### src/rtl/sprite_anim_ctrl_pkg.sv
// Shared definitions for the player-sprite animation controller.
//   anim_state_e : encoding driven on the anim_state output
//   dir_e        : decoded direction request
//   DEF_*        : default tile bases and frame offsets
//   dir_decode() : left/right buttons -> direction request
package sprite_anim_ctrl_pkg;

  typedef enum logic [1:0] {
    ST_IDLE = 2'd0,
    ST_WALK = 2'd1,
    ST_SKID = 2'd2,
    ST_JUMP = 2'd3
  } anim_state_e;

  typedef enum logic [1:0] {
    DIR_NONE = 2'd0,
    DIR_R    = 2'd1,
    DIR_L    = 2'd2
  } dir_e;

  localparam int DEF_BASE_R   = 32;
  localparam int DEF_BASE_L   = 42;
  localparam int DEF_JUMP_OFS = 4;
  localparam int DEF_SKID_OFS = 5;

  // Both or neither button held means no request at all.
  function automatic dir_e dir_decode(input logic left, input logic right);
    if (left && !right)      return DIR_L;
    else if (right && !left) return DIR_R;
    else                     return DIR_NONE;
  endfunction

endpackage

### src/rtl/sprite_anim_ctrl_anim_frame_div.sv
// Programmable frame divider for the sprite animation controller.
//   clk_walk : animation tick clock
//   rst      : asynchronous active-low reset
//   run      : selects DIV_RUN instead of DIV_WALK as the limit
//   clear    : restart the count (asserted on every FSM state change)
//   step     : combinational, high on the tick that ends a divider period
module anim_frame_div #(
  parameter int DIV_W    = 3,
  parameter int DIV_WALK = 1,
  parameter int DIV_RUN  = 0
) (
  input  logic clk_walk,
  input  logic rst,
  input  logic run,
  input  logic clear,
  output logic step
);

  if (DIV_WALK >= (1 << DIV_W) || DIV_RUN >= (1 << DIV_W)) begin : g_bad_lim
    $error("anim_frame_div: divider limit does not fit in DIV_W bits");
  end

  logic [DIV_W-1:0] cnt;
  logic [DIV_W-1:0] lim;

  assign lim = run ? DIV_W'(DIV_RUN) : DIV_W'(DIV_WALK);

  // >= rather than == so a count left above a newly selected smaller limit
  // (run pressed mid-period) steps at once instead of wrapping around.
  assign step = (cnt >= lim);

  // NOTE: reset is in the sensitivity list, so it acts without a clock edge;
  // state uses non-blocking assignments so every register samples pre-edge values.
  always_ff @(posedge clk_walk or negedge rst) begin
    if (!rst) begin
      cnt <= '0;
    end else if (clear || step) begin
      cnt <= '0;
    end else begin
      cnt <= cnt + DIV_W'(1);
    end
  end

endmodule

### src/rtl/sprite_anim_ctrl.sv
// Player-sprite animation controller: left/right/jump/run -> tile id.
//   clk_walk   : animation tick clock
//   rst        : asynchronous active-low reset
//   left/right : direction buttons held
//   jump       : airborne
//   run        : fast divider select
//   id         : registered tile id (base + frame/jump/skid offset)
//   oriental   : registered facing, 0 = right, 1 = left
//   walk       : registered left ^ right
//   anim_state : registered IDLE/WALK/SKID/JUMP
module sprite_anim_ctrl
  import sprite_anim_ctrl_pkg::*;
#(
  parameter int N_FRAMES = 4,
  parameter int ID_W     = 6,
  parameter int BASE_R   = DEF_BASE_R,
  parameter int BASE_L   = DEF_BASE_L,
  parameter int JUMP_OFS = DEF_JUMP_OFS,
  parameter int SKID_OFS = DEF_SKID_OFS,
  parameter int DIV_W    = 3,
  parameter int DIV_WALK = 1,
  parameter int DIV_RUN  = 0,
  parameter int SKID_LEN = 2
) (
  input  logic            clk_walk,
  input  logic            rst,
  input  logic            left,
  input  logic            right,
  input  logic            jump,
  input  logic            run,
  output logic [ID_W-1:0] id,
  output logic            oriental,
  output logic            walk,
  output logic [1:0]      anim_state
);

  localparam int FR_W    = $clog2(N_FRAMES);
  localparam int SK_W    = $clog2(SKID_LEN + 1);
  localparam int MAX_OFS = (N_FRAMES - 1 > JUMP_OFS)
                           ? ((N_FRAMES - 1 > SKID_OFS) ? N_FRAMES - 1 : SKID_OFS)
                           : ((JUMP_OFS > SKID_OFS) ? JUMP_OFS : SKID_OFS);

  if (BASE_R + MAX_OFS >= (1 << ID_W) || BASE_L + MAX_OFS >= (1 << ID_W)) begin : g_bad_id
    $error("sprite_anim_ctrl: tile ids overflow ID_W");
  end
  if (JUMP_OFS < N_FRAMES || SKID_OFS < N_FRAMES) begin : g_bad_ofs
    $error("sprite_anim_ctrl: jump/skid offsets overlap the walk cycle");
  end
  if (SKID_LEN < 1 || N_FRAMES < 2) begin : g_bad_len
    $error("sprite_anim_ctrl: SKID_LEN must be >= 1 and N_FRAMES >= 2");
  end

  localparam logic [ID_W-1:0] BASE_R_ID = ID_W'(BASE_R);
  localparam logic [ID_W-1:0] BASE_L_ID = ID_W'(BASE_L);
  localparam logic [FR_W-1:0] FRAME_MAX = FR_W'(N_FRAMES - 1);

  anim_state_e      state, state_n;
  logic             ori, ori_n;
  logic [FR_W-1:0]  frame, frame_n;
  logic [SK_W-1:0]  skid, skid_n;
  logic [ID_W-1:0]  id_n, base_n, ofs_n;
  dir_e             dir;
  logic             turn;
  logic             step;

  anim_frame_div #(
    .DIV_W   (DIV_W),
    .DIV_WALK(DIV_WALK),
    .DIV_RUN (DIV_RUN)
  ) u_div (
    .clk_walk(clk_walk),
    .rst     (rst),
    .run     (run),
    .clear   (state_n != state),
    .step    (step)
  );

  assign dir  = dir_decode(left, right);
  // A request pointing away from the current facing.
  assign turn = (dir != DIR_NONE) && ((dir == DIR_L) != ori);

  // NOTE: every combinational output gets a default first, so no path
  // through the case/if tree leaves a value held (no inferred latch).
  always_comb begin
    state_n = state;
    ori_n   = ori;
    frame_n = frame;
    skid_n  = skid;

    unique case (state)
      ST_IDLE: begin
        if (jump) begin
          state_n = ST_JUMP;
        end else if (dir != DIR_NONE) begin
          // Standing turn: face the request directly, no skid.
          ori_n   = (dir == DIR_L);
          state_n = ST_WALK;
          frame_n = FR_W'(1);
        end
      end
      ST_WALK: begin
        if (jump) begin
          state_n = ST_JUMP;
        end else if (dir == DIR_NONE) begin
          state_n = ST_IDLE;
          frame_n = '0;
        end else if (turn) begin
          ori_n   = ~ori;
          state_n = ST_SKID;
          skid_n  = SK_W'(SKID_LEN);
        end else if (step) begin
          // Walk loop skips offset 0, which is the stand frame.
          frame_n = (frame == FRAME_MAX) ? FR_W'(1) : frame + FR_W'(1);
        end
      end
      ST_SKID: begin
        if (jump) begin
          state_n = ST_JUMP;
        end else if (turn) begin
          ori_n  = ~ori;
          skid_n = SK_W'(SKID_LEN);
        end else if (step) begin
          if (skid == SK_W'(1)) begin
            // Not a turn here, so any request matches the new facing.
            if (dir != DIR_NONE) begin
              state_n = ST_WALK;
              frame_n = FR_W'(1);
            end else begin
              state_n = ST_IDLE;
              frame_n = '0;
            end
          end else begin
            skid_n = skid - SK_W'(1);
          end
        end
      end
      ST_JUMP: begin
        // Facing is frozen in the air; a held turn is taken from IDLE.
        if (!jump) begin
          state_n = ST_IDLE;
          frame_n = '0;
        end
      end
      default: state_n = ST_IDLE;
    endcase

    base_n = ori_n ? BASE_L_ID : BASE_R_ID;
    unique case (state_n)
      ST_WALK: ofs_n = ID_W'(frame_n);
      ST_SKID: ofs_n = ID_W'(SKID_OFS);
      ST_JUMP: ofs_n = ID_W'(JUMP_OFS);
      default: ofs_n = '0;
    endcase
    id_n = base_n + ofs_n;
  end

  always_ff @(posedge clk_walk or negedge rst) begin
    if (!rst) begin
      state <= ST_IDLE;
      ori   <= 1'b0;
      frame <= '0;
      skid  <= '0;
      id    <= BASE_R_ID;
      walk  <= 1'b0;
    end else begin
      state <= state_n;
      ori   <= ori_n;
      frame <= frame_n;
      skid  <= skid_n;
      id    <= id_n;
      walk  <= left ^ right;
    end
  end

  assign oriental   = ori;
  assign anim_state = state;

endmodule

### config.mk
export PLATFORM = sky130hd
export DESIGN_NAME = sprite_anim_ctrl
export DESIGN_NICKNAME = d
export VERILOG_FILES = /design/src/rtl/sprite_anim_ctrl_pkg.sv /design/src/rtl/sprite_anim_ctrl_anim_frame_div.sv /design/src/rtl/sprite_anim_ctrl.sv
export SDC_FILE = /design/constraint.sdc
export NUM_CORES = 1
export LEC_CHECK = 0
export CAP_MARGIN = 20
export CORE_AREA = 2 2 46 48
export CTS_CLUSTER_SIZE = 24
export DETAILED_ROUTE_END_ITERATION = 8
export DIE_AREA = 0 0 48 50
export PLACE_DENSITY = 0.83
export SETUP_SLACK_MARGIN = 0.4
export SYNTH_ARGS = -nofsm -noshare
export SYNTH_HDL_FRONTEND = slang
export SYNTH_SLANG_ARGS = --single-unit
### constraint.sdc
create_clock -name clk_walk -period 4.4 [get_ports clk_walk]
set_input_delay 0.88 -clock clk_walk [delete_from_list [all_inputs] [get_ports clk_walk]]
set_output_delay 0.88 -clock clk_walk [all_outputs]
set_load 0.02 [all_outputs]
* Word-level counts from Yosys, hierarchy flattened
Cells that the tools add are included.
W data, S select, Z words.
** Word-level totals
- Register bits after elaboration :: 17
- Latch bits :: 0
- Bits in writable memories :: 0
- Bits in read-only memories :: 0
- Bits of input ports :: 6
- Output and inout port bits :: 10
- Word-level logic and storage cells :: 88
- Memories :: 0
** Cells by class
- Add/sub/neg operators :: 4
- Multiply operators :: 0
- Div/mod/pow operators :: 0
- Magnitude comparators :: 1
- Equality and inequality tests :: 17
- Shift operators :: 0
- Mux-type cells :: 46
- Bitwise logic cells :: 2
- Reductions and logical operators :: 11
** Operators by type and width (count)
- $mux W2 :: 30
- $pmux W2 S4 :: 2
- $eq A2 B2 Y1 const B :: 6
- $mux W1 :: 9
- $pmux W3 S3 :: 1
- $ne A2 B2 Y1 const B :: 4
- $reduce_and A7 Y1 :: 1
- $add A6 B6 Y6 :: 1
- $eq A2 B1 Y1 const B :: 3
- $logic_not A2 Y1 :: 2
- $mux W4 :: 1
- $pmux W2 S2 :: 1
- $reduce_bool A2 Y1 :: 2
- $add A3 B1 Y3 const B :: 1
- $ge A3 B3 Y1 :: 1
- $logic_and A1 B1 Y1 :: 3
- $mux W3 :: 1
- $ne A3 B2 Y1 const B :: 1
- $ne A3 B3 Y1 const B :: 1
- $pmux W1 S3 :: 1
- $add A2 B1 Y2 const B :: 1
- $logic_not A1 Y1 :: 2
- $ne A2 B2 Y1 :: 1
- $sub A2 B1 Y2 const B :: 1
- other kinds (4) :: 4

* Logic depth before layout (Yosys ltp)
- Word-level depth :: 14
- Mapped depth :: 11
- Mapped depth without buffers :: 10

* By module
Synthesis repeated with hierarchy kept, for this count alone.
** Unflattened totals
- Cells, all modules :: 107
- Area, all modules :: 1004.7 sq um
** Modules (own cells, without submodules)
- sprite_anim_ctrl :: instances 1, cells an instance 96, area an instance 863.3 sq um, sequential area each 325.3 sq um
- anim_frame_div :: instances 1, cells an instance 11, area an instance 141.4 sq um, sequential area each 75.1 sq um

* Worst setup path after synthesis
Ideal clock, no wire load.
- Path kind :: input-to-reg
- From :: input port right
- To :: register id[3]
- Library setup time :: 0.125 ns
- Arrival :: 2.754 ns
- Data required time :: 4.275 ns
- Path slack :: 1.521 ns
- Stages :: 11
- Path buffers :: 1
- Path through :: inv_1 ha_1 buf_8 inv_1 a211oi_1 nor2_1 a2111oi_0 nor3_1 ha_1 ha_1 xnor2_1
** Between the ends
- Longest elaborated chain between the ends :: 13
- Elaborated cells on any way between the ends :: 44
- Those cells by class :: add/sub (1); eq/ne (5); mux (32); reduce/logical (6)
** RTL lines
- start: declaration :: line sprite_anim_ctrl.sv:28 : input logic right,
- $logic_and A1 B1 Y1 / $logic_not A1 Y1 (equally long branches) :: line sprite_anim_ctrl_pkg.sv:29, sprite_anim_ctrl_pkg.sv:28
- $mux W1 / $logic_and A1 B1 Y1 (equally long branches) :: line sprite_anim_ctrl_pkg.sv:29, sprite_anim_ctrl_pkg.sv:28
- $mux W2 * :: line sprite_anim_ctrl_pkg.sv:28 : if (left && !right) return DIR_L;
- $reduce_bool A2 Y1 / $eq A2 B2 Y1 (equally long branches)
- $mux W1 / $ne A1 B1 Y1 (equally long branches) :: line sprite_anim_ctrl.sv:125, sprite_anim_ctrl.sv:80
- $mux W2 / $logic_and A1 B1 Y1 (equally long branches) :: line sprite_anim_ctrl.sv:123, sprite_anim_ctrl.sv:80
- $mux W2 (on tied branches) :: line sprite_anim_ctrl.sv:122, sprite_anim_ctrl.sv:107
- $mux W2 (on tied branches) :: line sprite_anim_ctrl.sv:119, sprite_anim_ctrl.sv:104
- $mux W2 (on tied branches) :: line sprite_anim_ctrl.sv:117, sprite_anim_ctrl.sv:102
- $pmux W2 S4 :: line sprite_anim_ctrl.sv:90 : unique case (state)
- $eq A2 B2 Y1 / $eq A2 B1 Y1 (equally long branches) :: line sprite_anim_ctrl.sv:148 : unique case (state_n)
- $pmux W3 S3 :: line sprite_anim_ctrl.sv:148
- $add A6 B6 Y6 * :: line sprite_anim_ctrl.sv:154 : id_n = base_n + ofs_n;
- named net id_n[3] :: line sprite_anim_ctrl.sv:61 : logic [ID_W-1:0] id_n, base_n, ofs_n;
- end signal: assignment :: line sprite_anim_ctrl.sv:170 : id <= id_n;
- end: declaration :: line sprite_anim_ctrl.sv:31 : output logic [ID_W-1:0] id,
Mark *: on every way through the listed nets, which the timed path passes. The rest lies on a longest branch.
A chain may end at the register's enable or synchronous reset.

* Worst setup path in the final report
Same ends and word-level chain as after synthesis.

==> impl_metrics.xml <==
<?xml version="1.0" encoding="UTF-8"?>
<metrics>
  <group name="run_status">
    <metric name="run_status" unit="">finished, final reports clean</metric>
  </group>
  <group name="timing">
    <metric name="unrepaired_setup_endpoints_after_global_routing" unit="">false</metric>
    <metric name="timing.final.hold_violations" unit="">0</metric>
    <metric name="slew_violations" unit="">0</metric>
    <metric name="fin_crit_sh" unit="%">79.7</metric>
    <metric name="peak_freq" unit="MHz">285</metric>
    <metric name="setup_ws" unit="ns">0.895</metric>
    <metric name="worst_slew_pin_slew" unit="ns">0.697</metric>
    <metric name="slew_headroom" unit="%">53.4</metric>
    <metric name="setup_total_negative_slack" unit="ns">0</metric>
    <metric name="fin_skew" unit="ns">0.00909</metric>
    <metric name="timing.final.setup_violations" unit="">0</metric>
    <metric name="fin_crit" unit="ns">3.50</metric>
  </group>
  <group name="yosys">
    <metric name="synth.largest_area_cell" unit="">sky130_fd_sc_hd__dfrtp_1</metric>
    <metric name="postSynthNetCount" unit="">119</metric>
    <metric name="synth.yosys.warnings" unit="">0</metric>
    <metric name="dominantRegCellSynth" unit="">sky130_fd_sc_hd__dfrtp_1</metric>
    <metric name="ys_seq_elements" unit="">16</metric>
    <metric name="synth_edf_count" unit="">0</metric>
    <metric name="synth_top_area_share" unit="%">39.9</metric>
    <metric name="post_synth_inst_count" unit="">106</metric>
    <metric name="yosys-top-cells-area" unit="">sky130_fd_sc_hd__dfrtp_1, sky130_fd_sc_hd__ha_1, sky130_fd_sc_hd__a21oi_1</metric>
    <metric name="post_synth_instance_area" unit="um2">1000</metric>
    <metric name="netlist-cell-type-count" unit="">40</metric>
    <metric name="yosysSeqAreaShare" unit="%">39.9</metric>
    <metric name="asyncSetResetFlopFracSynth" unit="%">100</metric>
    <metric name="post_synth.cell_area_avg" unit="um2">9.48</metric>
  </group>
  <group name="routing">
    <metric name="post_drt_via_cell_ratio" unit="">5.81</metric>
    <metric name="ant_nets_after_route" unit="">0</metric>
    <metric name="sum_of_routed_wire_length_over_all_layers" unit="um">2100</metric>
    <metric name="wire_per_inst" unit="um">14.4</metric>
    <metric name="drc" unit="">0</metric>
    <metric name="dr_total_vias" unit="">848</metric>
    <metric name="drtPass1Iterations" unit="">4</metric>
    <metric name="dr.first_iter.drc_count" unit="">33</metric>
  </group>
  <group name="power">
    <metric name="pwr_density_cell" unit="nW/um2">399</metric>
    <metric name="finalPower" unit="uW">468</metric>
    <metric name="ir_drop" unit="uV">333</metric>
    <metric name="cellLeakagePower" unit="nW">0.520</metric>
  </group>
  <group name="layout">
    <metric name="final_cell_count_no_fill" unit="">146</metric>
    <metric name="post_route_cells_drive_above_1_share" unit="%">11.8</metric>
    <metric name="most_frequent_cells_in_the_layout" unit="">sky130_fd_sc_hd__dfrtp_1, sky130_fd_sc_hd__clkdlybuf4s50_1, sky130_fd_sc_hd__inv_1, sky130_fd_sc_hd__a21oi_1</metric>
    <metric name="final_cell_area" unit="um2">1170</metric>
    <metric name="antennaDiodeCount" unit="">0</metric>
    <metric name="nNetsFinal" unit="">133</metric>
    <metric name="final_common_cell" unit="">sky130_fd_sc_hd__dfrtp_1</metric>
    <metric name="flow.area_growth_from_synthesis" unit="%">16.7</metric>
  </group>
  <group name="setup_path">
    <metric name="worst_r2r_dst" unit="">id[3]</metric>
    <metric name="critPathBufInv" unit="">3</metric>
    <metric name="timing_worst_setup_path_type" unit="">input pin to flop</metric>
    <metric name="critical_path.startpoint_type" unit="">input pin</metric>
    <metric name="cpMaxStageDelayCell" unit="">sky130_fd_sc_hd__a2111oi_0</metric>
    <metric name="critical_path.endpoint_type" unit="">flop</metric>
    <metric name="r2r-start" unit="">u_div.cnt[0]</metric>
    <metric name="reg2reg_setup_slack" unit="ns">1.73</metric>
    <metric name="critical_path.cell_chain" unit="">clkdlybuf4s50_1, inv_1, ha_1, inv_1, a211oi_1, nor2_1, a2111oi_0, nor3_1, ha_1, ha_1, xnor2_1</metric>
    <metric name="critical_path_required" unit="ns">4.58</metric>
    <metric name="timing.critical_path.arrival" unit="ns">3.68</metric>
    <metric name="r2r.worst_path.cells" unit="">9</metric>
    <metric name="most_common_cell_type_on_the_critical_path" unit="">sky130_fd_sc_hd__ha_1</metric>
    <metric name="cp_top_family" unit="">compound AO/OA/AOI/OAI gates</metric>
    <metric name="slowest_delay" unit="ns">0.54</metric>
    <metric name="crit_path_max_fanout" unit="">11</metric>
  </group>
  <group name="clock_tree">
    <metric name="cts-root-buf" unit="">sky130_fd_sc_hd__clkbuf_4</metric>
    <metric name="post_cts_resized" unit="">0</metric>
    <metric name="cts_tree" unit="">built</metric>
    <metric name="cts-htree-levels" unit="">1</metric>
    <metric name="path_clk_slew" unit="ns">0.09</metric>
    <metric name="cts.sink_count" unit="">16</metric>
    <metric name="cts_buffers" unit="">3</metric>
    <metric name="post_cts_buffers" unit="">0</metric>
    <metric name="clkLatencyLatePin" unit="ns">0.30</metric>
    <metric name="clock_tree.buffer_depth" unit="">2</metric>
    <metric name="holdBufCountCts" unit="">0</metric>
  </group>
  <group name="placed_design">
    <metric name="dp.cells" unit="">142</metric>
    <metric name="place.gp.congestion" unit="">0.885</metric>
    <metric name="place_ws" unit="ns">0.709</metric>
    <metric name="placement.cell_area" unit="um2">1140</metric>
    <metric name="port_buffers" unit="">14</metric>
    <metric name="place.detailed.hpwl" unit="um">1480</metric>
  </group>
  <group name="global_route">
    <metric name="grt_overflow" unit="">0</metric>
    <metric name="antenna_found_initial" unit="">0</metric>
    <metric name="grt_max_degree" unit="">17</metric>
    <metric name="grt_pass1_vias" unit="">831</metric>
    <metric name="grt_first_pass_wirelength" unit="um">3750</metric>
    <metric name="grt.total_usage" unit="%">21.7</metric>
  </group>
  <group name="worst_hold_path">
    <metric name="hold_start" unit="">u_div.cnt[0]</metric>
    <metric name="worstHoldEndpoint" unit="">u_div.cnt[0]</metric>
    <metric name="worstHoldPathType" unit="">flop to flop</metric>
    <metric name="hold-path-cell-count" unit="">1</metric>
  </group>
  <group name="flow_run">
    <metric name="timing.max_cap.violations" unit="">0</metric>
  </group>
  <group name="floorplan">
    <metric name="die_height" unit="um">50</metric>
    <metric name="rows" unit="">16</metric>
    <metric name="die_w" unit="um">48</metric>
    <metric name="ios" unit="">16</metric>
    <metric name="initial_core_util" unit="%">52.8</metric>
    <metric name="floorplan.core_area" unit="um2">1900</metric>
    <metric name="die_area" unit="um2">2400</metric>
  </group>
</metrics>
routing by layer:
layer	global-route usage, %	vias to the layer above	routed length [um]
met5	0	-	0
met4	8.11	0	48
met3	6.59	7	148
met2	33.3	40	1050
met1	28.0	397	855
li1	-	404	-
cell type report:
class                      count  area [um2]
fill                         157         729
sequential                    16         400
clock buffer                   4        36.3
multi-input combinational     75         524
tap                           27        33.8
inverter                      10        37.5
timing repair buffer          14         140
worst max path at each step:
stage / from / end / slack (ns) / cells past startpoint
2_1_floorplan: right / id[3] / 1.52 / 11
3_3_place_gp: right / id[3] / 0.81 / 11
3_5_place_dp: right / id[3] / 0.71 / 11
4_1_cts: right / id[3] / 0.97 / 11
5_1_grt: right / id[3] / 0.65 / 11
6_report: right / id[3] / 0.90 / 11
state kept, by name, indices dropped and copies added (netlist names):
register and flops:
walk 1, skid 2, u_div.cnt 3, oriental 1
frame 2, id 5, anim_state 2
synth_stat cells (2+ instances only):
master                    instances
sky130_fd_sc_hd__dfrtp_1         16
sky130_fd_sc_hd__a21oi_1         10
sky130_fd_sc_hd__inv_1           10
sky130_fd_sc_hd__nor2_1           8
sky130_fd_sc_hd__nor3_1           8
sky130_fd_sc_hd__ha_1             7
sky130_fd_sc_hd__o21ai_0          6
sky130_fd_sc_hd__or2_2            3
sky130_fd_sc_hd__xnor2_1          3
sky130_fd_sc_hd__and3_1           2
sky130_fd_sc_hd__buf_4            2
sky130_fd_sc_hd__mux2i_1          2
sky130_fd_sc_hd__o21ai_1          2
logic make-up after synthesis:
group	Yosys count	share of synthesized area, %
AOI/OAI and AO/OA	29	18.7
xor gates and xnor gates	4	3.49
adders and majority gates	7	8.72
buffers and inverters	15	7.97
DFF	16	39.9
muxes	3	3.11
other	1	0.373
and+or+nand+nor	31	17.8
where the power goes:
group | internal [mW] | switching [mW]
Combinational | 0.0758 | 0.0942
Clock | 0.0505 | 0.0504
Sequential | 0.172 | 0.0254
Total | 0.298 | 0.170
per-stage QoR:
stage	hold slack, ns	utilization [%]
2_1_floorplan	0.441	-
3_5_place_dp	0.475	59.7
4_1_cts	0.489	61.6
6_report	0.480	61.6
5_1_grt	0.499	61.6
3_3_place_gp	0.458	59.7
Note: power is estimated with default switching activity, not from simulation.
